--- config.mk ---
export PLATFORM = sky130hd
export DESIGN_NAME = iob_reset_seq
export DESIGN_NICKNAME = d
export VERILOG_FILES = /design/src/rtl/iob_reset_seq_pkg.sv /design/src/rtl/iob_sync_n.sv /design/src/rtl/iob_reset_seq.sv
export SDC_FILE = /design/constraint.sdc
export NUM_CORES = 1
export LEC_CHECK = 0
export BUFFER_PORTS_ARGS = -buffer_cell sky130_fd_sc_hd__buf_2
export CORE_MARGIN = 2
export CORE_UTILIZATION = 55
export CTS_CLUSTER_DIAMETER = 150
export CTS_CLUSTER_SIZE = 20
export DETAILED_ROUTE_END_ITERATION = 8
export PLACE_DENSITY_LB_ADDON = 0.12
export SYNTH_ARGS = -nofsm -noshare
export SYNTH_HDL_FRONTEND = slang
export SYNTH_HIERARCHICAL = 1
export SYNTH_SLANG_ARGS = --single-unit
--- constraint.sdc ---
create_clock -name clk_i -period 5.4 [get_ports clk_i]
set_clock_uncertainty 0.2 [all_clocks]
set_input_delay 0.81 -clock clk_i [delete_from_list [all_inputs] [get_ports clk_i]]
set_output_delay 0.81 -clock clk_i [all_outputs]
set_load 0.01 [all_outputs]
--- src/rtl/iob_reset_seq_pkg.sv ---
// Shared types and constants for the sequenced board reset generator.
// Holds the state encoding and the width constants used by the top-level FSM.
package iob_reset_seq_pkg;

   localparam int STATE_W       = 2;
   localparam int RESTART_CNT_W = 8;

   typedef enum logic [STATE_W-1:0] {
      ST_HOLD       = 2'd0,
      ST_WAIT_READY = 2'd1,
      ST_RELEASE    = 2'd2,
      ST_RUN        = 2'd3
   } state_e;

   // Used to size the shared phase counter for the longest of the three phases.
   function automatic int max3(input int a, input int b, input int c);
      int m;
      m = (a > b) ? a : b;
      return (m > c) ? m : c;
   endfunction

endpackage

--- src/rtl/iob_sync_n.sv ---
// N-bit two-flop synchroniser for asynchronous level inputs.
// Both stages reset to 0, so nothing reads as "ready" until it has really been seen.
module iob_sync_n #(
   parameter int W = 1
) (
   input  logic         clk,
   input  logic         arst_n,
   input  logic [W-1:0] d,
   output logic [W-1:0] q
);

   logic [W-1:0] meta;

   // NOTE: clocked state uses non-blocking assignments so that both stages
   // sample their inputs at the same edge and the two-cycle delay is preserved.
   always_ff @(posedge clk or negedge arst_n) begin
      if (!arst_n) begin
         meta <= '0;
         q    <= '0;
      end else begin
         meta <= d;
         q    <= meta;
      end
   end

endmodule

--- src/rtl/iob_reset_seq.sv ---
// Sequenced reset generator: holds all channels in reset, waits for stable readys,
// then releases channels in order; re-sequences on ready loss or a restart request.
module iob_reset_seq
   import iob_reset_seq_pkg::*;
#(
   parameter int N_CH          = 3,
   parameter int N_READY       = 2,
   parameter int HOLD_CYCLES   = 10,
   parameter int STABLE_CYCLES = 4,
   parameter int STEP_CYCLES   = 3
) (
   input  logic                     clk_i,
   input  logic                     arst_n_i,
   input  logic [N_READY-1:0]       ready_i,
   input  logic                     restart_i,
   output logic [N_CH-1:0]          rst_o,
   output logic                     done_o,
   output logic [STATE_W-1:0]       state_o,
   output logic [RESTART_CNT_W-1:0] restart_cnt_o
);

   localparam int CNT_W = $clog2(max3(HOLD_CYCLES, STABLE_CYCLES, STEP_CYCLES) + 1);
   localparam int IDX_W = (N_CH > 1) ? $clog2(N_CH) : 1;

   localparam logic [CNT_W-1:0] HOLD_LAST   = CNT_W'(HOLD_CYCLES - 1);
   localparam logic [CNT_W-1:0] STABLE_LAST = CNT_W'(STABLE_CYCLES - 1);
   localparam logic [CNT_W-1:0] STEP_LAST   = CNT_W'(STEP_CYCLES - 1);
   localparam logic [IDX_W-1:0] IDX_LAST    = IDX_W'(N_CH - 1);

   state_e                   state, state_nxt;
   logic [CNT_W-1:0]         cnt, cnt_nxt;
   logic [IDX_W-1:0]         idx, idx_nxt;
   logic [N_CH-1:0]          rst_q, rst_nxt;
   logic                     done_q, done_nxt;
   logic [RESTART_CNT_W-1:0] rcnt, rcnt_nxt;

   logic [N_READY-1:0] rdy_sync;
   logic               rdy_s;
   logic               resequence;

   iob_sync_n #(
      .W (N_READY)
   ) u_ready_sync (
      .clk    (clk_i),
      .arst_n (arst_n_i),
      .d      (ready_i),
      .q      (rdy_sync)
   );

   assign rdy_s = &rdy_sync;

   // Entry to RELEASE requires rdy_s high, so a low rdy_s here is always a fall.
   assign resequence = ((state == ST_RELEASE) || (state == ST_RUN)) && (!rdy_s || restart_i);

   // NOTE: every output of this block gets a default before any branch, so no
   // path leaves a variable unassigned and no latch is inferred.
   always_comb begin
      state_nxt = state;
      cnt_nxt   = cnt;
      idx_nxt   = idx;
      rst_nxt   = rst_q;
      done_nxt  = 1'b0;
      rcnt_nxt  = rcnt;

      if (resequence) begin
         // Takes priority over a step release due in the same cycle.
         state_nxt = ST_HOLD;
         cnt_nxt   = '0;
         idx_nxt   = '0;
         rst_nxt   = '1;
         if (rcnt != '1) rcnt_nxt = rcnt + 1'b1;
      end else begin
         unique case (state)
            ST_HOLD: begin
               rst_nxt = '1;
               if (restart_i) begin
                  cnt_nxt = '0;
               end else if (cnt == HOLD_LAST) begin
                  state_nxt = ST_WAIT_READY;
                  cnt_nxt   = '0;
               end else begin
                  cnt_nxt = cnt + 1'b1;
               end
            end

            ST_WAIT_READY: begin
               if (restart_i || !rdy_s) begin
                  cnt_nxt = '0;
               end else if (cnt == STABLE_LAST) begin
                  state_nxt = ST_RELEASE;
                  cnt_nxt   = '0;
               end else begin
                  cnt_nxt = cnt + 1'b1;
               end
            end

            ST_RELEASE: begin
               if (cnt == STEP_LAST) begin
                  rst_nxt[idx] = 1'b0;
                  cnt_nxt      = '0;
                  if (idx == IDX_LAST) begin
                     state_nxt = ST_RUN;
                  end else begin
                     idx_nxt = idx + 1'b1;
                  end
               end else begin
                  cnt_nxt = cnt + 1'b1;
               end
            end

            ST_RUN: begin
               done_nxt = 1'b1;
            end

            default: begin
               state_nxt = ST_HOLD;
               cnt_nxt   = '0;
               idx_nxt   = '0;
               rst_nxt   = '1;
            end
         endcase
      end
   end

   // NOTE: every flop, including the restart counter, takes its reset value
   // asynchronously so the outputs are safe before the first clock edge.
   always_ff @(posedge clk_i or negedge arst_n_i) begin
      if (!arst_n_i) begin
         state  <= ST_HOLD;
         cnt    <= '0;
         idx    <= '0;
         rst_q  <= '1;
         done_q <= 1'b0;
         rcnt   <= '0;
      end else begin
         state  <= state_nxt;
         cnt    <= cnt_nxt;
         idx    <= idx_nxt;
         rst_q  <= rst_nxt;
         done_q <= done_nxt;
         rcnt   <= rcnt_nxt;
      end
   end

   assign rst_o         = rst_q;
   assign done_o        = done_q;
   assign state_o       = state;
   assign restart_cnt_o = rcnt;

endmodule
======== Yosys cells after proc, flatten, opt, wreduce, memory -nomap -nowiden ========
Cells that the tools add are included.
word-level totals
  bits of input ports ..................... 5
  logic and storage cells ................. 71
  register bits ........................... 24
cells by class
  bitwise gates (word level) .............. 2
  equal/unequal tests ..................... 15
  muxes and demuxes ....................... 26
  reduce and logical (&&, ||, !) cells .... 15
  $lt $le $gt $ge ......................... 2
  add/sub/neg operators ................... 3
operators with widths
  kind                                                                   number
  4-bit two-way mux                                                      6
  2-bit two-way mux                                                      11
  3-bit != test, second input constant                                   4
  4-bit case mux with 3 select lines                                     1
  8-bit by 1-bit adder with 8-bit output, second input constant          1
  4-bit by 2-bit equality test with 1-bit output, second input constant  2
  8-bit != test, second input constant                                   1
  7-bit AND reduction                                                    1
  2-bit equality test, second input constant                             3
  3-bit two-way mux                                                      2
  3-bit by 2-bit != test with 1-bit output, second input constant        2
  2-bit case mux with 3 select lines                                     1
  3-bit case mux with 2 select lines                                     1
  2-bit AND reduction                                                    3
  4-bit by 1-bit adder with 4-bit output, second input constant          1
  4-bit equality test, second input constant                             1
  2-bit nonzero test                                                     2
  4-bit nonzero test                                                     1
  3-bit AND                                                              1
  2-bit by 3-bit < comparator with 1-bit output, second input constant   1
  1-bit two-way mux                                                      3
  3-bit NOT                                                              1
  3-bit AND reduction                                                    1
  3-bit nonzero test                                                     1
  other kinds (9)                                                        11

======== Longest topological paths before layout ========
  word-level depth ........................ 9
  depth in mapped cells ................... 7

======== Cells and area by module ========
The synthesis kept the hierarchy.
by module, submodules not included
  module         area an instance (um2)  times used  cells each
  iob_reset_seq  1192.4                  1           111
  iob_sync_n     100.1                   1           4

======== Worst setup path before layout ========
OpenSTA, ideal clock, no wires.
  kind .................................... input-to-reg
  start point ............................. input port restart_i
  end point ............................... register cnt[3]
  stages .................................. 5
  setup slack ............................. 3218 ps
  arrival time ............................ 1864 ps
  data required time ...................... 5082 ps
  cell sequence ........................... nand3b_4 -> a2111oi_4 -> or3_1 -> a21oi_1 -> a21o_1
between the ends
  cells in the longest elaborated chain, start to end .. 4
  elaborated cells on any way between the ends .. 7
  those cells by class .................... 4 x mux; 3 x reduce/logical
RTL lines
  item                                line                                      source
  start, declared                     iob_reset_seq.sv:15                       input logic restart_i,
  1-bit logical OR                    iob_reset_seq.sv:53, iob_reset_seq.sv:87
  4-bit two-way mux                   iob_reset_seq.sv:87                       if (restart_i || !rdy_s) begin
  4-bit case mux with 3 select lines  iob_reset_seq.sv:73                       unique case (state)
  4-bit two-way mux                   iob_reset_seq.sv:65                       if (resequence) begin
  end signal, assigned                iob_reset_seq.sv:137                      cnt <= cnt_nxt;
  end, declared                       iob_reset_seq.sv:31                       logic [CNT_W-1:0] cnt, cnt_nxt;
Several ways; a longest one is shown, not always the timed one.
A chain may end at the register's enable or synchronous reset.

======== Final worst setup path ========
  start point ............................. register state[0], in the netlist state_o[0]
  end point ............................... register rcnt[7], in the netlist restart_cnt_o[7]
between the ends
  cells in the longest elaborated chain, start to end .. 4
  elaborated cells on any way between the ends .. 5
  those cells by class .................... 2 x eq/ne; 3 x reduce/logical
RTL lines
  item                               line                  source
  start, declared                    iob_reset_seq.sv:30   state_e state, state_nxt;
  start signal, assigned             iob_reset_seq.sv:136  state <= state_nxt;
  2-bit equality test                iob_reset_seq.sv:53   assign resequence = ((state == ST_RELEASE) || (state == ST_RUN)) && (!rdy_s || restart_i);
  1-bit logical OR (*)               iob_reset_seq.sv:53
  1-bit logical AND (*)              iob_reset_seq.sv:53
  2-bit AND reduction (no line) (*)  n/a
  end signal, assigned               iob_reset_seq.sv:141  rcnt <= rcnt_nxt;
  end, declared                      iob_reset_seq.sv:35   logic [RESTART_CNT_W-1:0] rcnt, rcnt_nxt;
Every way passes the cells marked *; elsewhere a longest branch is shown, timed or not.

==> impl_metrics.ini <==
[power]
p_leak_nw = 0.6941
peakVddDrop_mv = 0.2599
power_density_mw_per_mm2 = 458.9
total_power_mw = 0.6604

[timing]
hold_viol = 0
relSlewSlack_pct = 64.03
rsz0062_at_grt = no
fmax_mhz = 458.1
fin_tns_setup_ns = 0
tightest_slew_ns = 0.5396
setup_viol = 0
slew_viol_final = 0
period_share_pct = 40.43
min_period_ns = 2.183

[die]
die_y_um = 52.48
row_count = 17
core_mm2 = 0.002212
start_util_pct = 58.43
die_w_um = 52.48
dieArea_mm2 = 0.002754
io_pins = 19

[drt]
vias_per_cell = 5.518
drt-initial-drc-count = 16
wl_um = 2183
wire_per_inst_um = 13.31
antenna_left = 0
dr.pass1.iters = 4
num_vias = 905
route.detailed.drc = 0

[clocking]
postCtsSetupRepairBufs = 0
cts_buffers = 3
cts_tree = built
postCtsHoldBufs = 0
clock_path_buffers = 2
clk_latency_ns = 0.31
cts_root_buffer = clkbuf_4
cts-resized-gates = 0
clk_pin_slew_ns = 0.13
clkSinkCount = 24
htreeDepth = 1

[global_routing]
global_route.usage.met2_pct = 30.63
use_met3_pct = 2.571
grt_max_degree = 25
antenna_found_initial = 0
grt_usage_pct = 19.16
grt_overflow = 0
grt_pass1_wl_um = 3919
met1_usage_pct = 26.70
busiest_layer = met2
first_global_vias = 911

[yosys]
syn_inst = 115
synth_flop_cell = dfrtp_1
synth_enable_flop_cells = 0
ys_seq_area_share_pct = 46.76
synth_warnings = 6
synth_cell_types = 39
syn_area_mm2 = 0.001292
syn_avg_cell_area_um2 = 11.24
synth.ff_latch_count = 24
synth_nets = 131
async_flop_share_pct = 100.0

[setup_path]
cp.depth = 6
start_kind = flip-flop
cp_slowest_cell = dfrtp_1
rr_worst_depth = 6
worstReg2RegStart = state_o[0]
rrSetupSlack_ns = 3.22
crit_arrival_ns = 2.22
r2r-end = restart_cnt_o[7]
startpoint = state_o[0]
critPathMaxFanout = 8
slowest_delay_ns = 0.46
required_ns = 5.44
endpoint_kind = flip-flop
cp_num_buf_inv = 1
crit_chain = inv_1 -> ha_1 -> o21ai_2 -> a31oi_2 -> and4_1 -> xor2_1
crit_end = restart_cnt_o[7]
crit_type = reg -> reg
crit_family = compound AO/OA/AOI/OAI gates

[final_layout]
final_cell_mix = 21 x dfrtp_1, 18 x buf_2, 11 x nand2_1, 11 x ha_1, 8 x nor2_1
final_layout_size_suffix_gt1_share_pct = 25.00
layout_commonest_cell = dfrtp_1
syn_to_final_growth_pct = 11.33
diodes = 0
final_net_count = 153

[placement]
place.detailed.hpwl_um = 1647
gp_congestion = 0.8510
port_buffers = 18

[run]
maxCapViolCount = 0

[min_path]
min_path_type = reg -> reg

[run_status]
outcome = complete, no violations
[cells by family after synthesis]
| family | after synthesis | synth area share (%) |
|---|---|---|
| and+or+nand+nor | 39 | 16.85 |
| DFF | 24 | 46.76 |
| AOI/OAI and AO/OA | 22 | 15.49 |
| adders and majority gates | 11 | 10.65 |
| xor gates and xnor gates | 8 | 5.421 |
| buffers and inverters | 8 | 2.420 |
| muxes | 3 | 2.420 |
[stage by stage]
stage / cell area (um^2) / utilization (%) / setup slack (ns) / hold WS [ns] / cells
floorplan: 1292 / - / 3.218 / 0.1312 / 115
global placement: 1413 / 63.86 / 3.021 / 0.1326 / 160
detailed placement: 1413 / 63.86 / 2.985 / 0.1432 / 160
CTS: 1439 / 65.05 / 3.227 / 0.1671 / 164
global route: 1439 / 65.05 / 3.040 / 0.1743 / 164
finish: 1439 / 65.05 / 3.217 / 0.1643 / 164
[registers in the layout, indices dropped and copies added, names as in the netlist]
signal,cells
cnt,4
done_o,1
idx,2
restart_cnt_o,8
rst_o,3
state_o,2
u_ready_sync/meta,2
u_ready_sync/q,2
[metal layers]
metal / part of all wire, % / vias to the layer above
met5: 0 / -
met1: 50 / 438
met3: 3.3 / 2
met2: 47 / 16
met4: 0.37 / 0
li1: - / 449
[layout make-up]
| type | instances | area (um^2) |
|---|---|---|
| Sequential cell | 24 | 604.3 |
| Fill cell | 195 | 773.2 |
| Clock buffer | 4 | 26.28 |
| Timing Repair Buffer | 18 | 90.09 |
| Inverter | 7 | 26.28 |
| Tap cell | 28 | 35.03 |
| Multi-Input combinational cell | 83 | 656.9 |
[worst min path at each step]
| stage | slack, ns | to | cells past startpoint | from |
|---|---|---|---|---|
| CTS | 0.17 | u_ready_sync/q[1] | 0 | u_ready_sync/meta[1] |
| global route | 0.17 | u_ready_sync/q[1] | 0 | u_ready_sync/meta[1] |
| detailed placement | 0.14 | u_ready_sync/q[0] | 0 | u_ready_sync/meta[0] |
| floorplan | 0.13 | u_ready_sync/q[0] | 0 | u_ready_sync/meta[0] |
| finish | 0.16 | u_ready_sync/q[1] | 0 | u_ready_sync/meta[1] |
| global placement | 0.13 | u_ready_sync/q[0] | 0 | u_ready_sync/meta[0] |
[cell usage after synthesis (all sizes together), types with 2 or more instances]
cell type | n | area share, %
o21ai | 2 | 1.1
dfrtp | 21 | 41
a21oi | 4 | 1.8
nand3 | 4 | 1.5
or3b | 3 | 2.0
ha | 11 | 11
and3 | 2 | 0.97
xnor2 | 6 | 4.1
o31ai | 3 | 1.7
dfstp | 3 | 6.1
nand2 | 11 | 3.2
a21o | 5 | 3.0
xor2 | 2 | 1.4
mux2i | 2 | 1.5
inv | 7 | 2.0
nor2 | 8 | 2.3
nand4 | 3 | 1.5
[where the power goes]
part / total (mW) / switching (mW) / internal (mW)
clock network: 0.0805 / 0.0517 / 0.0288
registers: 0.261 / 0.0429 / 0.218
logic: 0.319 / 0.178 / 0.140
total: 0.660 / 0.273 / 0.387
Note: power is estimated with default switching activity, not from simulation.
